<file path="config.mk">
export PLATFORM = sky130hd
export DESIGN_NAME = dskw_frame_ctrl
export DESIGN_NICKNAME = d
export VERILOG_FILES = /design/src/rtl/dskw_frame_ctrl.sv
export SDC_FILE = /design/constraint.sdc
export NUM_CORES = 1
export LEC_CHECK = 0
export CORE_MARGIN = 8
export CORE_UTILIZATION = 35
export CTS_CLUSTER_DIAMETER = 60
export DETAILED_ROUTE_END_ITERATION = 10
export PLACE_DENSITY_LB_ADDON = 0.1
export RECOVER_POWER = 50
export SLEW_MARGIN = 25
export SYNTH_ARGS = -nofsm -noshare
export SYNTH_HDL_FRONTEND = slang
export SYNTH_SLANG_ARGS = --single-unit
</file>
<file path="constraint.sdc">
create_clock -name clk -period 5.9 [get_ports clk]
set_input_delay 1.475 -clock clk [delete_from_list [all_inputs] [get_ports clk]]
set_output_delay 1.475 -clock clk [all_outputs]
set_load 0.01 [all_outputs]
</file>
<file path="src/rtl/dskw_frame_ctrl.sv">
// Port-A BRAM master and Deskew initiator: loads one frame into BRAM, runs Deskew,
// then streams the deskewed frame out with a last flag.
module dskw_frame_ctrl #(
   parameter int WIDTH    = 16,
   parameter int PIXELS   = 784,
   parameter int ADDR_W   = 11,
   parameter int IN_BASE  = 0,
   parameter int OUT_BASE = 784
) (
   input  logic              clk,
   input  logic              reset,
   input  logic [WIDTH-1:0]  s_data,
   input  logic              s_valid,
   output logic              s_ready,
   output logic [WIDTH-1:0]  m_data,
   output logic              m_valid,
   input  logic              m_ready,
   output logic              m_last,
   output logic              busy,
   output logic              frame_done,
   output logic [ADDR_W-1:0] bram_addr,
   output logic [WIDTH-1:0]  bram_din,
   input  logic [WIDTH-1:0]  bram_dout,
   output logic              bram_en,
   output logic              bram_we,
   output logic              dskw_start,
   input  logic              dskw_ready
);

   localparam int CNT_W = $clog2(PIXELS);
   localparam logic [CNT_W-1:0]  LAST_CNT   = CNT_W'(PIXELS - 1);
   localparam logic [ADDR_W-1:0] IN_BASE_A  = ADDR_W'(IN_BASE);
   localparam logic [ADDR_W-1:0] OUT_BASE_A = ADDR_W'(OUT_BASE);

   generate
      if ((IN_BASE + PIXELS > (1 << ADDR_W)) || (OUT_BASE + PIXELS > (1 << ADDR_W))) begin : g_addr_range_err
         $error("dskw_frame_ctrl: image region exceeds BRAM address space");
      end
   endgenerate

   typedef enum logic [2:0] {
      S_IDLE, S_LOAD, S_START, S_WAIT_BUSY, S_WAIT_DONE, S_RD_REQ, S_RD_CAP, S_RD_OUT
   } state_t;

   state_t             state_q, state_d;
   logic [CNT_W-1:0]   cnt_q, cnt_d;
   logic               s_ready_q, s_ready_d;
   logic [WIDTH-1:0]   m_data_q, m_data_d;
   logic               m_valid_q, m_valid_d;
   logic               m_last_q, m_last_d;
   logic               frame_done_q, frame_done_d;
   logic [ADDR_W-1:0]  bram_addr_q, bram_addr_d;
   logic [WIDTH-1:0]   bram_din_q, bram_din_d;
   logic               bram_en_q, bram_en_d;
   logic               bram_we_q, bram_we_d;
   logic               dskw_start_q, dskw_start_d;
   logic               s_fire;
   logic [CNT_W-1:0]   cnt_inc;

   assign s_fire  = s_valid && s_ready_q;
   assign cnt_inc = cnt_q + CNT_W'(1);

   always_comb begin
      state_d      = state_q;
      cnt_d        = cnt_q;
      s_ready_d    = 1'b0;
      m_data_d     = m_data_q;
      m_valid_d    = m_valid_q;
      m_last_d     = m_last_q;
      frame_done_d = 1'b0;
      bram_addr_d  = bram_addr_q;
      bram_din_d   = bram_din_q;
      bram_en_d    = 1'b0;
      bram_we_d    = 1'b0;
      dskw_start_d = 1'b0;

      case (state_q)
         S_IDLE, S_LOAD: begin
            s_ready_d = (state_q == S_LOAD) ? 1'b1 : dskw_ready;
            if (s_fire) begin
               bram_en_d   = 1'b1;
               bram_we_d   = 1'b1;
               bram_addr_d = IN_BASE_A + ADDR_W'(cnt_q);
               bram_din_d  = s_data;
               if (cnt_q == LAST_CNT) begin
                  cnt_d     = '0;
                  s_ready_d = 1'b0;
                  state_d   = S_START;
               end else begin
                  cnt_d     = cnt_inc;
                  s_ready_d = 1'b1;
                  state_d   = S_LOAD;
               end
            end
         end
         S_START: begin
            dskw_start_d = 1'b1;
            state_d      = S_WAIT_BUSY;
         end
         S_WAIT_BUSY: begin
            if (!dskw_ready) state_d = S_WAIT_DONE;
         end
         S_WAIT_DONE: begin
            // Read request is registered on the way into RD_REQ so BRAM sees it during RD_REQ.
            if (dskw_ready) begin
               bram_en_d   = 1'b1;
               bram_addr_d = OUT_BASE_A + ADDR_W'(cnt_q);
               state_d     = S_RD_REQ;
            end
         end
         S_RD_REQ: begin
            state_d = S_RD_CAP;
         end
         S_RD_CAP: begin
            m_data_d  = bram_dout;
            m_valid_d = 1'b1;
            m_last_d  = (cnt_q == LAST_CNT);
            state_d   = S_RD_OUT;
         end
         S_RD_OUT: begin
            if (m_ready) begin
               m_valid_d = 1'b0;
               m_last_d  = 1'b0;
               if (cnt_q == LAST_CNT) begin
                  frame_done_d = 1'b1;
                  cnt_d        = '0;
                  state_d      = S_IDLE;
               end else begin
                  cnt_d       = cnt_inc;
                  bram_en_d   = 1'b1;
                  bram_addr_d = OUT_BASE_A + ADDR_W'(cnt_inc);
                  state_d     = S_RD_REQ;
               end
            end
         end
         default: state_d = S_IDLE;
      endcase
   end

   always_ff @(posedge clk or posedge reset) begin
      if (reset) begin
         state_q      <= S_IDLE;
         cnt_q        <= '0;
         s_ready_q    <= 1'b0;
         m_data_q     <= '0;
         m_valid_q    <= 1'b0;
         m_last_q     <= 1'b0;
         frame_done_q <= 1'b0;
         bram_addr_q  <= '0;
         bram_din_q   <= '0;
         bram_en_q    <= 1'b0;
         bram_we_q    <= 1'b0;
         dskw_start_q <= 1'b0;
      end else begin
         state_q      <= state_d;
         cnt_q        <= cnt_d;
         s_ready_q    <= s_ready_d;
         m_data_q     <= m_data_d;
         m_valid_q    <= m_valid_d;
         m_last_q     <= m_last_d;
         frame_done_q <= frame_done_d;
         bram_addr_q  <= bram_addr_d;
         bram_din_q   <= bram_din_d;
         bram_en_q    <= bram_en_d;
         bram_we_q    <= bram_we_d;
         dskw_start_q <= dskw_start_d;
      end
   end

   assign s_ready    = s_ready_q;
   assign m_data     = m_data_q;
   assign m_valid    = m_valid_q;
   assign m_last     = m_last_q;
   assign busy       = (state_q != S_IDLE);
   assign frame_done = frame_done_q;
   assign bram_addr  = bram_addr_q;
   assign bram_din   = bram_din_q;
   assign bram_en    = bram_en_q;
   assign bram_we    = bram_we_q;
   assign dskw_start = dskw_start_q;

endmodule

</file>
**Yosys cells after proc, flatten, opt, wreduce, memory -nomap -nowiden**

Cells that the tools add are included.

- Reductions and logical operators: 12
- Mux-type cells: 32
- Add/sub/neg operators: 3
- Equality and inequality tests: 13

Operators with widths:

| kind | number |
|---|---|
| 11-bit two-way mux | 4 |
| 11-bit one-hot mux with 3 select lines | 1 |
| 10-bit two-way mux | 3 |
| 10-bit by 10-bit adder with 11-bit output, first input constant | 2 |
| 3-bit one-hot mux with 7 select lines | 1 |
| 10-bit one-hot mux with 2 select lines | 1 |
| 3-bit two-way mux | 5 |
| 1-bit two-way mux | 13 |
| 3-bit == test, second input constant | 4 |
| 10-bit by 1-bit adder with 10-bit output, second input constant | 1 |
| 10-bit == test, second input constant | 1 |
| 2-bit != test, second input constant | 5 |
| 3-bit by 2-bit == test with 1-bit output, second input constant | 2 |
| 3-bit nonzero test | 2 |
| 5-bit AND reduction | 1 |
| 1-bit one-hot mux with 2 select lines | 2 |
| 2-bit AND reduction | 2 |
| 4-bit AND reduction | 1 |
| 2-bit nonzero test | 2 |
| 3-bit by 1-bit == test with 1-bit output, second input constant | 1 |
| 3-bit logical NOT | 1 |
| 1-bit one-hot mux with 3 select lines | 1 |
| 3-bit AND reduction | 1 |
| 2-bit two-way mux | 1 |
| other kinds (2) | 2 |

- Word-level logic and storage cells: 72
- Flip-flop bits (word level): 63
- Input port bits: 37

**Depth between registers and ports, before layout**

Gate-level depths: netlist of run 1.

- Word-level depth: 5
- Mapped depth: 10
- Gate-level depth less buffers: 9

**Worst setup path after synthesis of run 1**

OpenSTA, ideal clock, no wires.

- Path kind: input port to flip-flop
- From: in s_valid
- To: reg bram_din_q[0], in the netlist bram_din[0]
- Slack: 3.302 ns
- Data arrival time: 2.474 ns
- Cell stages on the path: 4
- Data required time: 5.775 ns
- Setup time: 0.125 ns
- Buffers on the path: 1
- Cells stage by stage: nand2_1 nor3_4 buf_2 mux2_2

- Longest elaborated chain between the ends: 2

Ends and longest elaborated chain:

| what | line | text |
|---|---|---|
| start: declaration | 13 | `input logic s_valid,` |
| 1-bit logical AND | 60 | `assign s_fire = s_valid && s_ready_q;` |
| 2-bit AND reduction (no line) | - |  |
| end signal: assignment | 163 | `bram_din_q <= bram_din_d;` |
| end: declaration | 53 | `logic [WIDTH-1:0] bram_din_q, bram_din_d;` |

No other way between the ends.
A chain may end at the register's enable or synchronous reset.

**Worst setup path in the final report of run 1**

- From: in s_valid
- To: reg cnt_q[9]

- Longest elaborated chain between the ends: 3

Ends and longest elaborated chain:

| what | line | text |
|---|---|---|
| 1-bit logical AND | 60 |  |
| 2-bit != test (no line) | - |  |
| 3-bit AND reduction (no line) | - |  |
| end signal: assignment | 156 | `cnt_q <= cnt_d;` |
| end: declaration | 46 | `logic [CNT_W-1:0] cnt_q, cnt_d;` |

No other way between the ends.

==> impl_metrics.tcl, run 1 <==
set metrics [dict create \
    status "finished clean" \
    drv_slew 0 \
    die_area_um2 11870 \
    tritoncts "built" \
    power.density_nw_per_um2 285.6 \
    wirelength_um 7403 \
    final_area_um2 4175 \
    finalCritPeriodShare 0.5851 \
    clkTransAtPathRegs_ps 70 \
    num_vias 2314 \
    core_area_um2 8551 \
    row_count 34 \
    wl_per_cell_um 15.92 \
    drive_above_1_share 0.1709 \
    yosysTopAreaCellShare 0.5213 \
    synth_most_common_cell "dfrtp_1" \
    antenna_cells 0 \
    regArea_um2 1577 \
    ant_nets 0 \
    postSynthCellCount 271 \
    overflow 0 \
    relSlewSlack 0.3736 \
    port_buffers 87 \
    dpl.hpwl_um 5479 \
    power_leakage_nw 1.668 \
    die_y_um 109.0 \
    synthTopCellsByArea "dfrtp_1, mux2_2, nand2_1, o21ai_0, xnor2_1" \
    drt-initial-drc-count 95 \
    cts.sinks 63 \
    cts_resized 0 \
    synth_edf_count 0 \
    fmax_mhz 289.7 \
    hold_violations 0 \
    start_util 0.3537 \
    max_cap_viol_count 0 \
    avgSynthCellArea_um2 11.16 \
    grt_pass1_vias 2409 \
    grt_antenna_before_repair 0 \
    cts_root_buf "clkbuf_8" \
    synth_top_area_cell "dfrtp_1" \
    synthTopCellsByCount "dfrtp_1, mux2_2, nand2_1" \
    ctsHoldBuffers 0 \
    dpl-instance-area_um2 3949 \
    synthesis.nets 310 \
    required_ps 6140 \
    grt_use_total 0.1336 \
    fillers 820 \
    ctsHtreeMaxLevel 3 \
    rrSetupSlack_ps 3100 \
    arrival_ps 3690 \
    skew_ps 8.309 \
    clkPwrFrac 0.360 \
    route.detailed.drc 0 \
    p_int_mw 0.8615 \
    synth.distinct_cells 44 \
    clock_latency_ps 340 \
    cts_buffer_depth 2 \
    ios 88 \
    synth_ff_type "dfrtp_1" \
    area_delta_synth_final_pct 38.06 \
    power_switching_mw 0.3310 \
    worst-path-max-fanout 19 \
    p_sw_frac 0.2776 \
    grt_pass1_wl_um 12450 \
    final_cells 465 \
    drt_first_pass_iters 4 \
    peakVddDrop_uv 161.2 \
    worstMarginPinSlew_ps 936.8 \
    layout.nets 391 \
    power_frac_seq 0.456 \
    seq_area_frac_synth 0.5213 \
    finalCriticalPeriod_ps 3452 \
    avgViaCountPerCell 4.976 \
    ys_warn_count 0 \
    placed_cells 449 \
    ys_async_sr_fraction 1.000 \
    multi_input_area_um2 1340 \
    setup_tns_ps 0 \
    end_kind "flop" \
    cts_buffers 9 \
    finalSetupViolCount 0 \
    synth_seq_cells 63 \
    syn-cell-area_um2 3024 \
    cts_setup_buffers 0 \
    grt_max_degree 47 \
    rsz0062_at_grt "false" \
    power_frac_comb 0.184 \
    start_kind "input port" \
    min_path_type "flop to flop" \
    die_w_um 109.0 \
    criticalPathCategory "input port to flop" \
    gp_congestion 0.8237 \
]
power groups by stage:
| stage | registers [mW] | clock network, mW | logic [mW] |
|---|---|---|---|
| floorplan | 0.536 | 0 | 0.121 |
| global placement | 0.550 | 0 | 0.225 |
| detailed placement | 0.553 | 0 | 0.226 |
| CTS | 0.545 | 0.440 | 0.227 |
| global route | 0.554 | 0.463 | 0.243 |
| finish | 0.543 | 0.429 | 0.220 |
critical path, stage by stage:
cell and delay (ps):
clkdlybuf4s50_1 480, nand2_1 130, nor3_4 720, a21oi_1 350, nor2_1 220, nand2_1 90, o31ai_1 230
cells in the final DEF (no fill, tap or decap), types with 6 or more instances in the layout:
master	netlist	final
clkbuf_8	0	10
a31oi_1	6	6
nand2_1	31	31
nand3_1	8	8
o21ai_0	23	23
mux2_2	34	34
xor2_1	6	6
dfrtp_1	63	63
nor2_1	13	13
xnor2_1	11	11
clkdlybuf4s50_1	0	82
logic make-up after synthesis:
group,Yosys count,share of synthesized area
adders and majority gates,2,0.008273
and+or+nand+nor,79,0.1407
DFF,63,0.5213
buffers and inverters,22,0.03434
AOI/OAI and AO/OA,51,0.1096
muxes,37,0.1365
xor gates and xnor gates,17,0.04923
area by class of cell:
type	count	area share
Sequential cell	63	0.3776
Multi-Input combinational cell	186	0.3209
Timing Repair Buffer	88	0.2104
Clock buffer	10	0.03296
Tap cell	108	0.03236
Clock inverter	6	0.02218
Inverter	4	0.003596
final timing paths:
kind,start,cells past startpoint,endpoint
hold reg to reg,bram_addr[10],2,bram_addr[10]
min in group asynchronous,reset,2,bram_din[15]
max in group asynchronous,reset,3,bram_din[13]
setup reg to reg,cnt_q[0],7,bram_addr[9]
setup / recovery,s_valid,7,cnt_q[9]
hold / removal,bram_addr[10],2,bram_addr[10]
flip-flops by register name, summed over array words and instances (netlist names), 3 cells and up:
register and cells:
bram_addr 11, m_data 16, cnt_q 10, bram_din 16
state_q 3
metrics by stage:
| step | power, mW | utilization | worst slack (ps) | hold slack [ps] |
|---|---|---|---|---|
| 2_1_floorplan | 0.6572 | - | 2855 | 513.9 |
| 3_3_place_gp | 0.7743 | 0.4618 | 2149 | 464.6 |
| 3_5_place_dp | 0.7789 | 0.4618 | 2048 | 471.0 |
| 4_1_cts | 1.211 | 0.4887 | 2415 | 487.2 |
| 5_1_grt | 1.260 | 0.4883 | 2158 | 508.5 |
| 6_report | 1.192 | 0.4883 | 2448 | 477.5 |
routing by layer:
metal,vias to the layer above,GRT usage,share of wire
li1,1127,-,-
met1,1116,0.1677,0.42
met2,61,0.2075,0.48
met3,10,0.05024,0.084
met4,0,0.04399,0.014
met5,-,0,0
No activity file was read; power rests on OpenSTA's default activity.
==> run 2: changes to the inputs <==
==> constraint.sdc (replaced) <==
create_clock -name clk -period 3.6 [get_ports clk]
set_input_delay 0.9 -clock clk [delete_from_list [all_inputs] [get_ports clk]]
set_output_delay 0.9 -clock clk [all_outputs]
set_load 0.01 [all_outputs]
==> impl_metrics.tcl, run 2 (same netlist as run 1, synthesis figures left out) <==
set metrics [dict create \
    fmax_mhz 356.0 \
    path_cells "clkdlybuf4s50_1 -> nand2_1 -> nor3_1 -> clkbuf_1 -> mux2_2" \
    wl_met1_um 3204 \
    rr_endpoint "bram_addr[9]" \
    row_count 34 \
    multi_input_area_um2 1329 \
    cts_buffers 9 \
    grt_pass1_vias 2335 \
    overflow 0 \
    routed.top_layer "met4" \
    r2r-start "cnt_q[0]" \
    area_delta_synth_final_pct 37.61 \
    criticalPathCategory "input port to flop" \
    final_util 0.4867 \
    rr_worst_depth 7 \
    relSlewSlack 0.3014 \
    cp.depth 5 \
    start_util 0.3537 \
    cts_resized 0 \
    rrSetupSlack_ps 820 \
    wl_met2_um 3656 \
    hold_violations 0 \
    min_path_type "flop to flop" \
    cp_num_buf_inv 2 \
    drv_slew 0 \
    drive_above_1_share 0.1667 \
    arrival_ps 3030 \
    skew_ps 7.974 \
    final_cell_mix "clkdlybuf4s50_1, dfrtp_1, mux2_2" \
    worstMarginPinSlew_ps 1047 \
    fillers 815 \
    required_ps 3820 \
    drt-initial-drc-count 110 \
    die_w_um 109.0 \
    route.detailed.drc 0 \
    setup_ws_ps 791.3 \
    antenna_cells 0 \
    setup_tns_ps 0 \
    worst-path-max-fanout 17 \
    grt_antenna_before_repair 0 \
    holdWs_ps 475.3 \
    ios 88 \
    hold_path_depth 2 \
    end_kind "flop" \
    dr_wl_met3_um 608 \
    finalCriticalPeriod_ps 2809 \
    ctsHtreeMaxLevel 3 \
    cts_buffer_depth 2 \
    wirelength_um 7552 \
    grt_use_total 0.1312 \
    place_ws_ps 925.0 \
    num_vias 2327 \
    ctsHoldBuffers 0 \
    wl_per_cell_um 16.14 \
    hold_end "bram_addr[6]" \
    layout.nets 394 \
    avgViaCountPerCell 4.972 \
    cts_setup_buffers 0 \
    max_cap_viol_count 0 \
    port_buffers 87 \
    power_leakage_nw 1.687 \
    die_y_um 109.0 \
    power.density_nw_per_um2 459.4 \
    finalCritPeriodShare 0.7802 \
    gp_congestion 0.8102 \
    peakVddDrop_uv 209.0 \
    cp_top_family "buffers and inverters" \
    cts_root_buf "clkbuf_8" \
    grt_max_degree 28 \
    die_area_um2 11870 \
    hp-start "bram_addr[6]" \
    ant_nets 0 \
    final_common_cell "clkdlybuf4s50_1" \
    crit_slowest_cell "clkbuf_1" \
    clock_latency_ps 330 \
    clkTransAtPathRegs_ps 70 \
    core_area_um2 8551 \
    critPathMaxStageDelay_ps 810 \
    regArea_um2 1577 \
    dpl.hpwl_um 5525 \
    tritoncts "built" \
    start_kind "input port" \
    cts.sinks 63 \
    drt_first_pass_iters 4 \
    finalSetupViolCount 0 \
    rsz0062_at_grt "false" \
    status "finished clean" \
    grt_pass1_wl_um 12080 \
]
## run 2: worst max path at each step
| stage | from | to | slack (ps) |
|---|---|---|---|
| after CTS | state_q[1] | busy | 890 |
| final | s_valid | bram_din[15] | 790 |
| after global routing | reset | m_data[13] | 600 |
| after detailed placement | s_valid | bram_addr[9] | 930 |
| after floorplan | reset | bram_addr[0] | 1130 |
| after global placement | s_valid | bram_addr[9] | 950 |
## run 2: per-layer routing
| layer | up-vias | GRT usage |
|---|---|---|
| met5 | - | 0 |
| met4 | 0 | 0.06158 |
| met3 | 5 | 0.04314 |
| met2 | 61 | 0.2062 |
| met1 | 1132 | 0.1594 |
| li1 | 1129 | - |
## run 2: through the flow
stage	total power, mW	std cells	cell area [um2]
final	1.912	468	4161
after detailed placement	1.275	452	3971
after global routing	2.007	468	4161
after floorplan	1.077	271	3024
after CTS	1.960	468	4184
after global placement	1.268	452	3971
## run 2: final cells by class
class / instances / share of cell area
Sequential cell: 63 / 0.3788
Timing Repair Buffer: 91 / 0.2147
Clock buffer: 10 / 0.03067
Inverter: 4 / 0.003608
Multi-Input combinational cell: 186 / 0.3193
Clock inverter: 6 / 0.02044
Tap cell: 108 / 0.03247
## run 2: tightest hold or removal path: stages, from the launching register on
cell and delay [ps]:
dfrtp_1 340, nand2_1 40, o21ai_0 60
## run 2: power by group
| group | internal (mW) | total, mW | switching (mW) |
|---|---|---|---|
| logic | 0.205 | 0.357 | 0.152 |
| clock network | 0.388 | 0.669 | 0.281 |
| registers | 0.787 | 0.886 | 0.0985 |
| total | 1.38 | 1.91 | 0.532 |
